<file path="config.mk">
export PLATFORM = sky130hd
export DESIGN_NAME = maze_game_ctrl
export DESIGN_NICKNAME = d
export VERILOG_FILES = /design/src/rtl/maze_pkg.sv /design/src/rtl/maze_move_unit.sv /design/src/rtl/maze_game_ctrl.sv
export SDC_FILE = /design/constraint.sdc
export NUM_CORES = 1
export LEC_CHECK = 0
export CAP_MARGIN = 0
export CORE_ASPECT_RATIO = 0.7
export CORE_UTILIZATION = 55
export DETAILED_ROUTE_END_ITERATION = 12
export PLACE_DENSITY = 0.83
export SYNTH_ARGS = -nofsm -noshare
export SYNTH_HDL_FRONTEND = slang
export SYNTH_SLANG_ARGS = --single-unit
</file>
<file path="constraint.sdc">
create_clock -name clk -period 17.99 [get_ports clk]
set_input_delay 2.6985 -clock clk [delete_from_list [all_inputs] [get_ports clk]]
set_output_delay 2.6985 -clock clk [all_outputs]
set_load 0.02 [all_outputs]
</file>
<file path="src/rtl/maze_pkg.sv">
// Shared encodings for the maze game controller and its move unit.
// State and direction codes, start cell and goal helper.
package maze_pkg;

   localparam logic [1:0] ST_WELCOME = 2'd0;
   localparam logic [1:0] ST_GEN     = 2'd1;
   localparam logic [1:0] ST_PLAY    = 2'd2;
   localparam logic [1:0] ST_WIN     = 2'd3;

   typedef enum logic [2:0] {
      DIR_NONE,
      DIR_UP,
      DIR_DOWN,
      DIR_LEFT,
      DIR_RIGHT
   } dir_e;

   localparam int START_X = 1;
   localparam int START_Y = 1;

   function automatic int goal_coord(input int dim);
      return dim - 2;
   endfunction

endpackage

</file>
<file path="src/rtl/maze_move_unit.sv">
// Player movement: auto-repeat timing, direction priority,
// bounds/wall check against the locked map, position and step count.
module maze_move_unit
   import maze_pkg::*;
#(
   parameter int MAZE_DIM   = 19,
   parameter int POS_W      = 5,
   parameter int MOVE_TICKS = 50_000_000
) (
   input  logic                         clk_i,
   input  logic                         rst_ni,
   input  logic                         en_i,
   input  logic                         load_i,
   input  logic [MAZE_DIM*MAZE_DIM-1:0] map_i,
   input  logic                         up_i,
   input  logic                         down_i,
   input  logic                         left_i,
   input  logic                         right_i,
   output logic [POS_W-1:0]             pos_x_o,
   output logic [POS_W-1:0]             pos_y_o,
   output logic [15:0]                  step_cnt_o
);

   localparam int CNT_W = (MOVE_TICKS > 1) ? $clog2(MOVE_TICKS) : 1;
   localparam int IDX_W = $clog2(MAZE_DIM * MAZE_DIM);
   localparam logic [POS_W-1:0] LAST   = POS_W'(MAZE_DIM - 1);
   localparam logic [POS_W-1:0] X0     = POS_W'(START_X);
   localparam logic [POS_W-1:0] Y0     = POS_W'(START_Y);
   localparam logic [CNT_W-1:0] RELOAD = CNT_W'(MOVE_TICKS - 1);

   logic [POS_W-1:0] x_q, x_d, y_q, y_d;
   logic [POS_W-1:0] tx, ty;
   logic [15:0]      step_q, step_d;
   logic [CNT_W-1:0] cnt_q, cnt_d;
   logic [IDX_W-1:0] idx;
   logic             inb, ok;
   dir_e             dir;

   always_comb begin
      dir = DIR_NONE;
      priority case (1'b1)
         up_i:    dir = DIR_UP;
         down_i:  dir = DIR_DOWN;
         left_i:  dir = DIR_LEFT;
         right_i: dir = DIR_RIGHT;
         default: dir = DIR_NONE;
      endcase
   end

   always_comb begin
      tx  = x_q;
      ty  = y_q;
      inb = 1'b0;
      unique case (dir)
         DIR_UP: begin
            inb = (y_q != '0);
            ty  = y_q - 1'b1;
         end
         DIR_DOWN: begin
            inb = (y_q != LAST);
            ty  = y_q + 1'b1;
         end
         DIR_LEFT: begin
            inb = (x_q != '0);
            tx  = x_q - 1'b1;
         end
         DIR_RIGHT: begin
            inb = (x_q != LAST);
            tx  = x_q + 1'b1;
         end
         default: inb = 1'b0;
      endcase
      idx = IDX_W'(ty) * IDX_W'(MAZE_DIM) + IDX_W'(tx);
      ok  = inb && !map_i[idx];
   end

   // Rejected attempts still reload, so bumping a wall paces like a move.
   always_comb begin
      x_d    = x_q;
      y_d    = y_q;
      step_d = step_q;
      cnt_d  = cnt_q;
      if (load_i) begin
         x_d    = X0;
         y_d    = Y0;
         step_d = '0;
         cnt_d  = '0;
      end else if (!en_i || dir == DIR_NONE) begin
         cnt_d = '0;
      end else if (cnt_q == '0) begin
         cnt_d = RELOAD;
         if (ok) begin
            x_d = tx;
            y_d = ty;
            if (step_q != '1) step_d = step_q + 16'd1;
         end
      end else begin
         cnt_d = cnt_q - 1'b1;
      end
   end

   always_ff @(posedge clk_i or negedge rst_ni) begin
      if (!rst_ni) begin
         x_q    <= X0;
         y_q    <= Y0;
         step_q <= '0;
         cnt_q  <= '0;
      end else begin
         x_q    <= x_d;
         y_q    <= y_d;
         step_q <= step_d;
         cnt_q  <= cnt_d;
      end
   end

   assign pos_x_o    = x_q;
   assign pos_y_o    = y_q;
   assign step_cnt_o = step_q;

endmodule

</file>
<file path="src/rtl/maze_game_ctrl.sv">
// Maze game flow: WELCOME/GEN/PLAY/WIN, size select, regen request,
// map lock, play timer; movement delegated to maze_move_unit.
module maze_game_ctrl
   import maze_pkg::*;
#(
   parameter int MAZE_DIM   = 19,
   parameter int POS_W      = 5,
   parameter int MOVE_TICKS = 50_000_000,
   parameter int SEC_TICKS  = 100_000_000,
   parameter int NUM_MIN    = 1,
   parameter int NUM_MAX    = 20
) (
   input  logic                         clk,
   input  logic                         rst_sys,
   input  logic                         key_up,
   input  logic                         key_down,
   input  logic                         key_left,
   input  logic                         key_right,
   input  logic                         key_enter,
   input  logic [MAZE_DIM*MAZE_DIM-1:0] map,
   input  logic                         map_valid,
   output logic [1:0]                   state,
   output logic [4:0]                   num,
   output logic                         regen,
   output logic                         map_locked,
   output logic [POS_W-1:0]             pos_x,
   output logic [POS_W-1:0]             pos_y,
   output logic [15:0]                  step_cnt,
   output logic [11:0]                  play_sec,
   output logic                         win
);

   localparam int MAP_W = MAZE_DIM * MAZE_DIM;
   localparam int SEC_W = (SEC_TICKS > 1) ? $clog2(SEC_TICKS) : 1;
   localparam logic [POS_W-1:0] GOAL  = POS_W'(goal_coord(MAZE_DIM));
   localparam logic [4:0]       N_MIN = 5'(NUM_MIN);
   localparam logic [4:0]       N_MAX = 5'(NUM_MAX);
   localparam logic [SEC_W-1:0] S_END = SEC_W'(SEC_TICKS - 1);

   logic [1:0]       state_q, state_d;
   logic [4:0]       num_q, num_d;
   logic             regen_q, regen_d;
   logic             win_q, win_d;
   logic [4:0]       key_q, keys, press;
   logic             armed_q;
   logic [MAP_W-1:0] map_q, map_d;
   logic [SEC_W-1:0] tick_q, tick_d;
   logic [11:0]      sec_q, sec_d;
   logic             load, play_en, at_goal;

   // armed_q masks the first sampled cycle so keys held through reset are not presses.
   assign keys  = {key_enter, key_right, key_left, key_down, key_up};
   assign press = armed_q ? (keys & ~key_q) : 5'd0;

   always_ff @(posedge clk or negedge rst_sys) begin
      if (!rst_sys) begin
         state_q <= ST_WELCOME;
         num_q   <= N_MIN;
         regen_q <= 1'b0;
         win_q   <= 1'b0;
         key_q   <= '0;
         armed_q <= 1'b0;
         map_q   <= '0;
         tick_q  <= '0;
         sec_q   <= '0;
      end else begin
         state_q <= state_d;
         num_q   <= num_d;
         regen_q <= regen_d;
         win_q   <= win_d;
         key_q   <= keys;
         armed_q <= 1'b1;
         map_q   <= map_d;
         tick_q  <= tick_d;
         sec_q   <= sec_d;
      end
   end

   always_comb begin
      state_d = state_q;
      num_d   = num_q;
      regen_d = 1'b0;
      win_d   = 1'b0;
      map_d   = map_q;
      load    = 1'b0;
      unique case (state_q)
         ST_WELCOME: begin
            if (press[4]) begin
               regen_d = 1'b1;
               state_d = ST_GEN;
            end else if (press[0]) begin
               if (num_q != N_MAX) num_d = num_q + 5'd1;
            end else if (press[1]) begin
               if (num_q != N_MIN) num_d = num_q - 5'd1;
            end
         end
         ST_GEN: begin
            if (press[4]) begin
               regen_d = 1'b1;
            end else if (|press[3:0] && map_valid) begin
               map_d   = map;
               load    = 1'b1;
               state_d = ST_PLAY;
            end
         end
         ST_PLAY: begin
            if (at_goal) begin
               win_d   = 1'b1;
               state_d = ST_WIN;
            end
         end
         ST_WIN: begin
            if (press[4]) begin
               regen_d = 1'b1;
               state_d = ST_GEN;
            end
         end
         default: state_d = ST_WELCOME;
      endcase
   end

   always_comb begin
      tick_d = tick_q;
      sec_d  = sec_q;
      if (load) begin
         tick_d = '0;
         sec_d  = '0;
      end else if (play_en) begin
         if (tick_q == S_END) begin
            tick_d = '0;
            if (sec_q != '1) sec_d = sec_q + 12'd1;
         end else begin
            tick_d = tick_q + 1'b1;
         end
      end
   end

   always_comb begin
      map_locked = (state_q == ST_PLAY) || (state_q == ST_WIN);
      play_en    = (state_q == ST_PLAY) && !at_goal;
      at_goal    = (pos_x == GOAL) && (pos_y == GOAL);
      state      = state_q;
      num        = num_q;
      regen      = regen_q;
      win        = win_q;
      play_sec   = sec_q;
   end

   maze_move_unit #(
      .MAZE_DIM   (MAZE_DIM),
      .POS_W      (POS_W),
      .MOVE_TICKS (MOVE_TICKS)
   ) u_move (
      .clk_i      (clk),
      .rst_ni     (rst_sys),
      .en_i       (play_en),
      .load_i     (load),
      .map_i      (map_q),
      .up_i       (key_up),
      .down_i     (key_down),
      .left_i     (key_left),
      .right_i    (key_right),
      .pos_x_o    (pos_x),
      .pos_y_o    (pos_y),
      .step_cnt_o (step_cnt)
   );

endmodule

</file>
# Word level (Yosys, flattened, before mapping)
# Cells that the tools add are included.
classes:
  n_addsub: 11
  n_mul: 1
  n_lt_le_gt_ge: 1
  n_eq_ne: 22
  muxes: 49
  n_bitwise: 3
  reduce_logical: 31
ops:
  columns: ["op", "n"]
  rows:
  - ["$mux W27", 3]
  - ["$mux W16", 5]
  - ["$mux W26", 3]
  - ["$mux W5", 13]
  - ["$mux W12", 4]
  - ["$add A27 B1 Y27 const B", 1]
  - ["$eq A27 B27 Y1 const B", 1]
  - ["$logic_not A26 Y1", 1]
  - ["$sub A26 B1 Y26 const B", 1]
  - ["$pmux W5 S2", 2]
  - ["$add A16 B1 Y16 const B", 1]
  - ["$ne A16 B16 Y1 const B", 1]
  - ["$reduce_bool A2 Y1", 8]
  - ["$add A5 B1 Y5 const B", 3]
  - ["$ne A5 B5 Y1 const B", 3]
  - ["$sub A5 B1 Y5 const B", 3]
  - ["$add A12 B1 Y12 const B", 1]
  - ["$mux W3", 4]
  - ["$ne A12 B12 Y1 const B", 1]
  - ["$eq A5 B5 Y1 const B", 2]
  - ["$lt A9 B10 Y1 const B", 1]
  - ["$reduce_bool A5 Y1", 2]
  - ["$add A9 B5 Y9", 1]
  - ["$bmux W1 S9", 1]
  - ["other kinds (27)", 52]
word_totals:
  ff_bits: 467
  output_inout_bits: 48
  elab_cells: 131

# Longest topological paths before layout
# Gate-level depths: netlist of run 1.
logic_depth:
  ltp_word: 16
  depth_mapped: 28

# Cells and area by module
# Synthesis of run 1 repeated with hierarchy kept, for this count alone.
unflattened:
  cells_unflattened: 2495
  hier_area_um2: 23199.8
by_module_without_submodules:
  columns: ["module", "n_inst", "cells_each", "area_per_inst_um2", "seq_area_each_um2"]
  rows:
  - ["maze_game_ctrl", 1, 1867, 16602.2, 10386.2]
  - ["maze_move_unit", 1, 628, 6597.6, 1303.8]

# Worst setup path after synthesis of run 1
# Ideal clock, no wire load.
synth_path:
  path_kind: "input to register"
  start: "in key_up"
  end: "reg u_move.step_q[8], in the netlist u_move.step_cnt_o[8]"
  arrival_ns: 7.866
  required_ns: 17.867
  path_slack_ns: 10.001
  path_stages: 26
  n_path_buf: 2
  cell_sequence: "nor2_1 nand2_1 ha_1 a21o_1 a21oi_1 mux2i_1 nor2_1 xnor2_1 fa_1 inv_1 ha_1 inv_1 fa_1 inv_1 ha_1 nor2_1 a21oi_2 xor2_1 nand3_1 or3_1 and4_1 a222oi_1 buf_4 buf_6 nand4_1 mux2i_1"
synth_between:
  elab_chain_len: 11
synth_rtl:
  columns: ["element", "line", "source"]
  rows:
  - ["start: declaration", "maze_game_ctrl.sv:15", "input logic key_up,"]
  - ["$mux W3", "maze_move_unit.sv:41", "priority case (1'b1)"]
  - ["$eq A3 B2 Y1 / $eq A3 B1 Y1 (equally long branches)", "maze_move_unit.sv:54", "unique case (dir)"]
  - ["$pmux W5 S2", "maze_move_unit.sv:54", null]
  - ["$mul A5 B5 Y9", "maze_move_unit.sv:73", "idx = IDX_W'(ty) * IDX_W'(MAZE_DIM) + IDX_W'(tx);"]
  - ["$add A9 B5 Y9", "maze_move_unit.sv:73", null]
  - ["$bmux W1 S9", "maze_move_unit.sv:74", "ok = inb && !map_i[idx];"]
  - ["$mux W1 (implied by the code)", "maze_move_unit.sv:74", null]
  - ["$logic_not A1 Y1", "maze_move_unit.sv:74", null]
  - ["$logic_and A1 B1 Y1", "maze_move_unit.sv:74", null]
  - ["$reduce_bool A2 Y1 (no source line)", null, null]
  - ["$reduce_and A4 Y1 (no source line)", null, null]
  - ["end signal: assignment", "maze_move_unit.sv:111", "step_q <= step_d;"]
  - ["end: declaration", "maze_move_unit.sv:33", "logic [15:0] step_q, step_d;"]
# Parallel ways exist; a longest one is shown, timed or not. The select of a mux whose other input is x is not followed.
# A chain may end at the register's enable or synchronous reset.

# Worst setup path after layout of run 1
layout_path:
  start: "in key_up"
  end: "reg u_move.x_q[1], in the netlist u_move.pos_x_o[1]"
layout_between:
  elab_chain_len: 11
layout_rtl:
  columns: ["element", "line", "source"]
  rows:
  - ["$mux W3", "maze_move_unit.sv:41", null]
  - ["$eq A3 B2 Y1 / $eq A3 B1 Y1 (equally long branches)", "maze_move_unit.sv:54", null]
  - ["$pmux W5 S2", "maze_move_unit.sv:54", null]
  - ["$mul A5 B5 Y9", "maze_move_unit.sv:73", null]
  - ["$add A9 B5 Y9", "maze_move_unit.sv:73", null]
  - ["$bmux W1 S9", "maze_move_unit.sv:74", null]
  - ["$mux W1 (implied by the code)", "maze_move_unit.sv:74", null]
  - ["$logic_not A1 Y1", "maze_move_unit.sv:74", null]
  - ["$logic_and A1 B1 Y1", "maze_move_unit.sv:74", null]
  - ["$reduce_bool A2 Y1 (no source line)", null, null]
  - ["$reduce_and A3 Y1 (no source line)", null, null]
  - ["end signal: assignment", "maze_move_unit.sv:104", "x_q <= X0;"]
  - ["end signal: assignment", "maze_move_unit.sv:109", "x_q <= x_d;"]
  - ["end: declaration", "maze_move_unit.sv:31", "logic [POS_W-1:0] x_q, x_d, y_q, y_d;"]
# Parallel ways exist; a longest one is shown, timed or not. The select of a mux whose other input is x is not followed.

==> flow_metrics.tcl, run 1 <==
set metrics [dict create \
    status "complete, no violations" \
    nets 3263 \
    powerDensity_mw_per_mm2 243 \
    setup_viol 0 \
    fmax_ghz 0.104 \
    cts-resized-gates 0 \
    crit_type "in2reg" \
    p_leak_nw 14.1 \
    grt_overflow 0 \
    place_congestion 0.935 \
    synth_edf_count 0 \
    synth_cell_type_count 69 \
    h-tree-depth 2 \
    final_cell_mix "1168 x nand2_1, 464 x dfrtp_1, 415 x clkdlybuf4s50_1, 86 x nor2_1, 74 x mux4_2" \
    dpl.hpwl_um 47500 \
    clock_skew_ns 0.0188 \
    coreArea_sq_mm 0.0410 \
    startpoint_type "primary input" \
    ys_seq_area_share_pct 51.2 \
    grt_start_max_net_pins 208 \
    hold_violations 0 \
    max_slew_margin_pct 18.8 \
    synth_flop_cell "dfrtp_1" \
    syn_to_final_growth_pct 26.0 \
    pin_count 417 \
    cp.arrival_ns 10.01 \
    grt_pass1_vias 20000 \
    peakVddDrop_mv 0.331 \
    worstMarginPinSlew_ns 1.22 \
    synthArstFlopShare_pct 100 \
    drive_above_1_share_pct 7.19 \
    cts_tree "done" \
    drc 0 \
    wl_per_cell_um 19.4 \
    hp-class "reg2reg" \
    root_buffer "clkbuf_16" \
    die_h_um 173 \
    cts_hold_buf 0 \
    ys_seq_elements 467 \
    syn_area_sq_mm 0.0228 \
    top_usage_layer "met2" \
    cp-end-kind "flip-flop" \
    start_util_pct 55.8 \
    wl_um 66500 \
    rsz0062_at_grt "false" \
    dieArea_sq_mm 0.0424 \
    worst_ep_required_time_ns 18.38 \
    grt_util_met3_pct 5.18 \
    clkLatencyLatePin_ns 0.56 \
    tns_ns 0 \
    period_minus_slack_ns 9.62 \
    port_buffers 416 \
    dr_total_vias 19600 \
    grt_use_total_pct 31.5 \
    slew_violations 0 \
    fillers 3044 \
    use_met1_pct 43.0 \
    holdWs_ns 0.471 \
    dr.pass1.iters 6 \
    vias_per_cell 5.71 \
    use_met2_pct 50.9 \
    hold_depth 2 \
    cap_violations 0 \
    critical_path.max_fanout 37 \
    reg2regPathDepth 22 \
    min_period_over_period_pct 53.5 \
    final_common_cell "nand2_1" \
    clk_path_buf_depth 3 \
    first_iter_violations 2065 \
    synth.avg_cell_area_sq_um 9.12 \
    p_total_w 0.00699 \
    grt_pass1_wl_um 106000 \
    antenna_left 0 \
    cts_made_buffers 45 \
    synth_fp_nets 2916 \
    ys.warnings.count 0 \
    post-cts-setup-buffers 0 \
    syn_inst 2506 \
    antenna_found_initial 8 \
    path_clk_slew_ns 0.06 \
    cts.sinks 467 \
    die_w_um 246 \
    row_count 62 \
]
## metal layers
metal	part of all wire [%]	up-vias
li1	-	8911
met1	41	9647
met2	48	897
met3	7.9	152
met4	3.8	0
met5	0	-
## synthesized netlist by cell type (12+ instances only)
library cell	number	area share, %
or3_1	15	0.41
nor2_1	86	1.4
ha_1	33	1.8
o21ai_0	30	0.66
buf_2	12	0.26
xor2_1	23	0.88
nand3_1	48	1.1
mux4_2	74	7.3
a21oi_1	48	1.1
inv_1	43	0.71
or2_2	12	0.33
nand4_1	28	0.77
nand2b_1	12	0.33
and3_1	21	0.57
nand2_1	1169	19
clkbuf_1	109	1.8
mux2i_1	56	2.5
a22oi_1	16	0.53
dfrtp_1	464	51
xnor2_1	37	1.4
nor3_1	17	0.37
nor2b_1	12	0.33
## where the power goes
group | leakage (nW) | total (W) | internal [W] | switching (W)
Clock | 0.702 | 0.000921 | 0.000519 | 0.000403
Combinational | 7.30 | 0.00439 | 0.00175 | 0.00264
Sequential | 6.09 | 0.00168 | 0.00143 | 0.000250
Total | 14.1 | 0.00699 | 0.00370 | 0.00329
## critical path: stages
cell and delay [ns]:
clkdlybuf4s50_1 0.56, nor2_1 0.38, nand2_1 0.20, ha_1 0.36
a21o_1 0.20, a21oi_1 0.17, mux2i_1 0.20, nor2_1 0.07
xnor2_1 0.31, fa_1 0.48, inv_1 0.08, ha_1 0.23
ha_1 0.30, ha_1 0.49, nand2b_1 0.13, a21oi_2 0.24
xor2_1 0.73, nand3_1 0.16, or3_1 0.43, and4_1 0.22
a222oi_1 0.54, buf_4 0.50, mux2i_1 0.25, nor2_1 0.05
## final cells by class
cell class | count | area [sq um] | area share [%]
Inverter | 43 | 161 | 0.561
Antenna cell | 8 | 20.0 | 0.0695
Timing Repair Buffer | 436 | 4340 | 15.1
Tap cell | 544 | 681 | 2.36
Multi-Input combinational cell | 1860 | 10500 | 36.5
Clock inverter | 9 | 48.8 | 0.169
Clock buffer | 65 | 1350 | 4.70
Sequential cell | 467 | 11700 | 40.6
## flip-flops by register name, indices dropped and copies added (netlist names)
register and flops:
map_q 361, tick_q 27, u_move.cnt_q 26, u_move.step_cnt_o 16, play_sec 12, key_q 5, num 5, u_move.pos_x_o 5
u_move.pos_y_o 5, state 2, armed_q 1, regen 1, win 1
## logic make-up after synthesis
logic type	count (synthesis)	share of synthesized area, %
other cells	1	0.0164
xor+xnor	60	2.30
fa+ha+maj	41	2.51
simple gates	1456	26.0
compound gates	166	4.80
flops	467	51.2
mux	136	10.0
buf+inv	179	3.20
## through the flow
stage	utilization (%)	instances	setup slack, ns	area [sq um]
after global routing	70.3	3432	8.08	28800
after global placement	66.8	3350	8.27	27400
after CTS	70.3	3424	8.60	28800
after detailed placement	66.8	3350	8.06	27400
after floorplan	-	2506	10.00	22800
final	70.3	3432	8.37	28800
## final timing paths
kind                                          startpoint                       endpoint  slack, ns
max                                               key_up  u_move.pos_x_o[1]$_DFFE_PN0P_       8.37
min                               map_q[302]$_DFFE_PN0P_         map_q[302]$_DFFE_PN0P_       0.47
max reg2reg                u_move.pos_y_o[0]$_DFFE_PN1P_  u_move.pos_x_o[1]$_DFFE_PN0P_      10.74
min reg2reg                       map_q[302]$_DFFE_PN0P_         map_q[302]$_DFFE_PN0P_       0.47
max in group asynchronous                        rst_sys          map_q[74]$_DFFE_PN0P_      13.76
min in group asynchronous                        rst_sys       play_sec[10]$_DFFE_PN0P_       2.10
(Power assumes the default switching activity.)
==> run 2: changes to the inputs <==
--- a/config.mk
+++ b/config.mk
@@ -7,9 +7,9 @@
 export LEC_CHECK = 0
 export CAP_MARGIN = 0
 export CORE_ASPECT_RATIO = 0.7
-export CORE_UTILIZATION = 55
+export CORE_UTILIZATION = 53
 export DETAILED_ROUTE_END_ITERATION = 12
-export PLACE_DENSITY = 0.83
+export PLACE_DENSITY = 0.81
 export SYNTH_ARGS = -nofsm -noshare
 export SYNTH_HDL_FRONTEND = slang
 export SYNTH_SLANG_ARGS = --single-unit
==> constraint.sdc (replaced) <==
create_clock -name clk -period 9.3 [get_ports clk]
set_input_delay 1.395 -clock clk [delete_from_list [all_inputs] [get_ports clk]]
set_output_delay 1.395 -clock clk [all_outputs]
set_load 0.02 [all_outputs]
==> run 2 against run 1 <==
  * Critical path depth did not move
  * Cell count up 0.38%
  * Wire length fell by 0.96%
  * Sequential power increased by 93%
  * Register-to-register slack got worse by 8.4 ns
  * Worst hold slack worse by 0.0020 ns
  * Clock power up 120%
  * Flip-flop and latch count unchanged
  * Combinational power is 88% higher
  * Global-route usage is 1.4 points lower
==> flow_metrics.tcl, run 2 (same netlist as run 1, synthesis figures left out) <==
set metrics [dict create \
    post-cts-setup-buffers 0 \
    path_clk_slew_ns 0.06 \
    peakVddDrop_mv 0.741 \
    placed_area_sq_mm 0.0274 \
    finalInstanceArea_sq_mm 0.0290 \
    clock_skew_ns 0.0188 \
    holdWs_ns 0.469 \
    regMostFlops "map_q" \
    syn_to_final_growth_pct 26.9 \
    cts_made_buffers 46 \
    vias_per_cell 5.61 \
    drc 0 \
    h-tree-depth 2 \
    clkLatencyLatePin_ns 0.57 \
    cts.sinks 467 \
    row_count 63 \
    cp-end-kind "flip-flop" \
    setup_viol 0 \
    antenna_found_initial 6 \
    grt_pass1_vias 19400 \
    place_congestion 0.888 \
    status "complete, no violations" \
    dpl.cell_count 3355 \
    antenna_left 0 \
    cp.arrival_ns 8.59 \
    hold_violations 0 \
    drive_above_1_share_pct 7.41 \
    startpoint_type "primary input" \
    min_period_over_period_pct 88.0 \
    root_buffer "clkbuf_16" \
    grt_start_max_net_pins 248 \
    pin_count 417 \
    cts_hold_buf 0 \
    fmax_ghz 0.122 \
    crit_type "in2reg" \
    clk_path_buf_depth 3 \
    cap_violations 0 \
    final_common_cell "nand2_1" \
    tns_ns 0 \
    die_h_um 176 \
    period_minus_slack_ns 8.18 \
    die_w_um 250 \
    worstMarginPinSlew_ns 1.19 \
    grt_overflow 0 \
    slew_violations 0 \
    final_cell_mix "1168 x nand2_1, 464 x dfrtp_1, 415 x clkdlybuf4s50_1, 86 x nor2_1, 74 x mux4_2" \
    dr.pass1.iters 6 \
    p_leak_nw 14.2 \
    rsz0062_at_grt "false" \
    dr_total_vias 19300 \
    dpl.hpwl_um 46800 \
    first_iter_violations 1941 \
    wl_per_cell_um 19.1 \
    wl_um 65900 \
    worst_ep_required_time_ns 9.70 \
    grt_pass1_wl_um 104000 \
    hp-class "reg2reg" \
    port_buffers 416 \
    final-instance-count-excl-fill 3445 \
    grt_use_total_pct 30.1 \
    dieArea_sq_mm 0.0440 \
    top_regs "map_q (361), tick_q (27), u_move.cnt_q (26)" \
    start_util_pct 53.9 \
    powerDensity_mw_per_mm2 466 \
    coreArea_sq_mm 0.0424 \
    cts_tree "done" \
    largest_register_ffs 361 \
    cts-resized-gates 0 \
    critical_path.max_fanout 37 \
    nets 3261 \
    max_slew_margin_pct 21.0 \
]
## run 2: through the flow
step	setup WS, ns	total power, W	utilization [%]
floorplan	2.61	0.00884	-
global placement	0.850	0.0112	64.5
detailed placement	0.716	0.0114	64.5
CTS	1.22	0.0135	68.4
global route	0.679	0.0144	68.4
finish	1.12	0.0135	68.4
## run 2: final timing paths
check | slack (ns) | from | to | cells after the start
worst max-delay path | 1.12 | key_up | u_move.pos_x_o[1]$_DFFE_PN0P_ | 24
worst min-delay path | 0.47 | map_q[350]$_DFFE_PN0P_ | map_q[350]$_DFFE_PN0P_ | 2
max in group asynchronous | 6.28 | rst_sys | map_q[184]$_DFFE_PN0P_ | 3
min in group asynchronous | 0.79 | rst_sys | play_sec[9]$_DFFE_PN0P_ | 1
worst max register to register | 2.34 | u_move.pos_y_o[0]$_DFFE_PN1P_ | u_move.pos_x_o[1]$_DFFE_PN0P_ | 22
worst min register to register | 0.47 | map_q[350]$_DFFE_PN0P_ | map_q[350]$_DFFE_PN0P_ | 2
## run 2: routing by layer
metal | global-route usage [%] | up-vias | routed length (um) | part of all wire (%)
met3 | 5.41 | 159 | 4470 | 6.8
met2 | 48.7 | 712 | 31700 | 48
li1 | - | 8935 | - | -
met1 | 40.6 | 9530 | 27300 | 41
met5 | 0 | - | 0 | 0
met4 | 11.9 | 0 | 2450 | 3.7
## run 2: final cells by class
cell class	instances	area, sq um
Clock inverter	24	334
Tap cell	552	691
Antenna cell	6	15.0
Inverter	43	161
Timing Repair Buffer	433	4330
Clock buffer	60	1280
Multi-Input combinational cell	1860	10500
Fill cell	3173	13400
Sequential cell	467	11700
## run 2: worst max-delay path: stages
cell and delay [ns]:
clkdlybuf4s50_1 0.59, nor2_1 0.43, nand2_1 0.22, ha_1 0.37
a21o_1 0.19, a21oi_1 0.17, mux2i_1 0.21, nor2_1 0.07
xnor2_1 0.31, fa_1 0.48, inv_1 0.07, ha_1 0.22
ha_1 0.29, ha_1 0.44, xnor2_2 0.82, nor2_1 0.28
nand3_1 0.14, nand3_1 0.08, or3_1 0.42, and4_1 0.24
a222oi_1 0.33, buf_4 0.44, mux2i_1 0.26, nor2_1 0.08
## run 2: report_power, final
part / internal [W] / total (W) / switching (W) / leakage, nW
sequential: 0.00277 / 0.00324 / 0.000475 / 6.09
combinational: 0.00334 / 0.00825 / 0.00491 / 7.30
clock: 0.00120 / 0.00202 / 0.000821 / 0.804
total: 0.00730 / 0.0135 / 0.00621 / 14.2
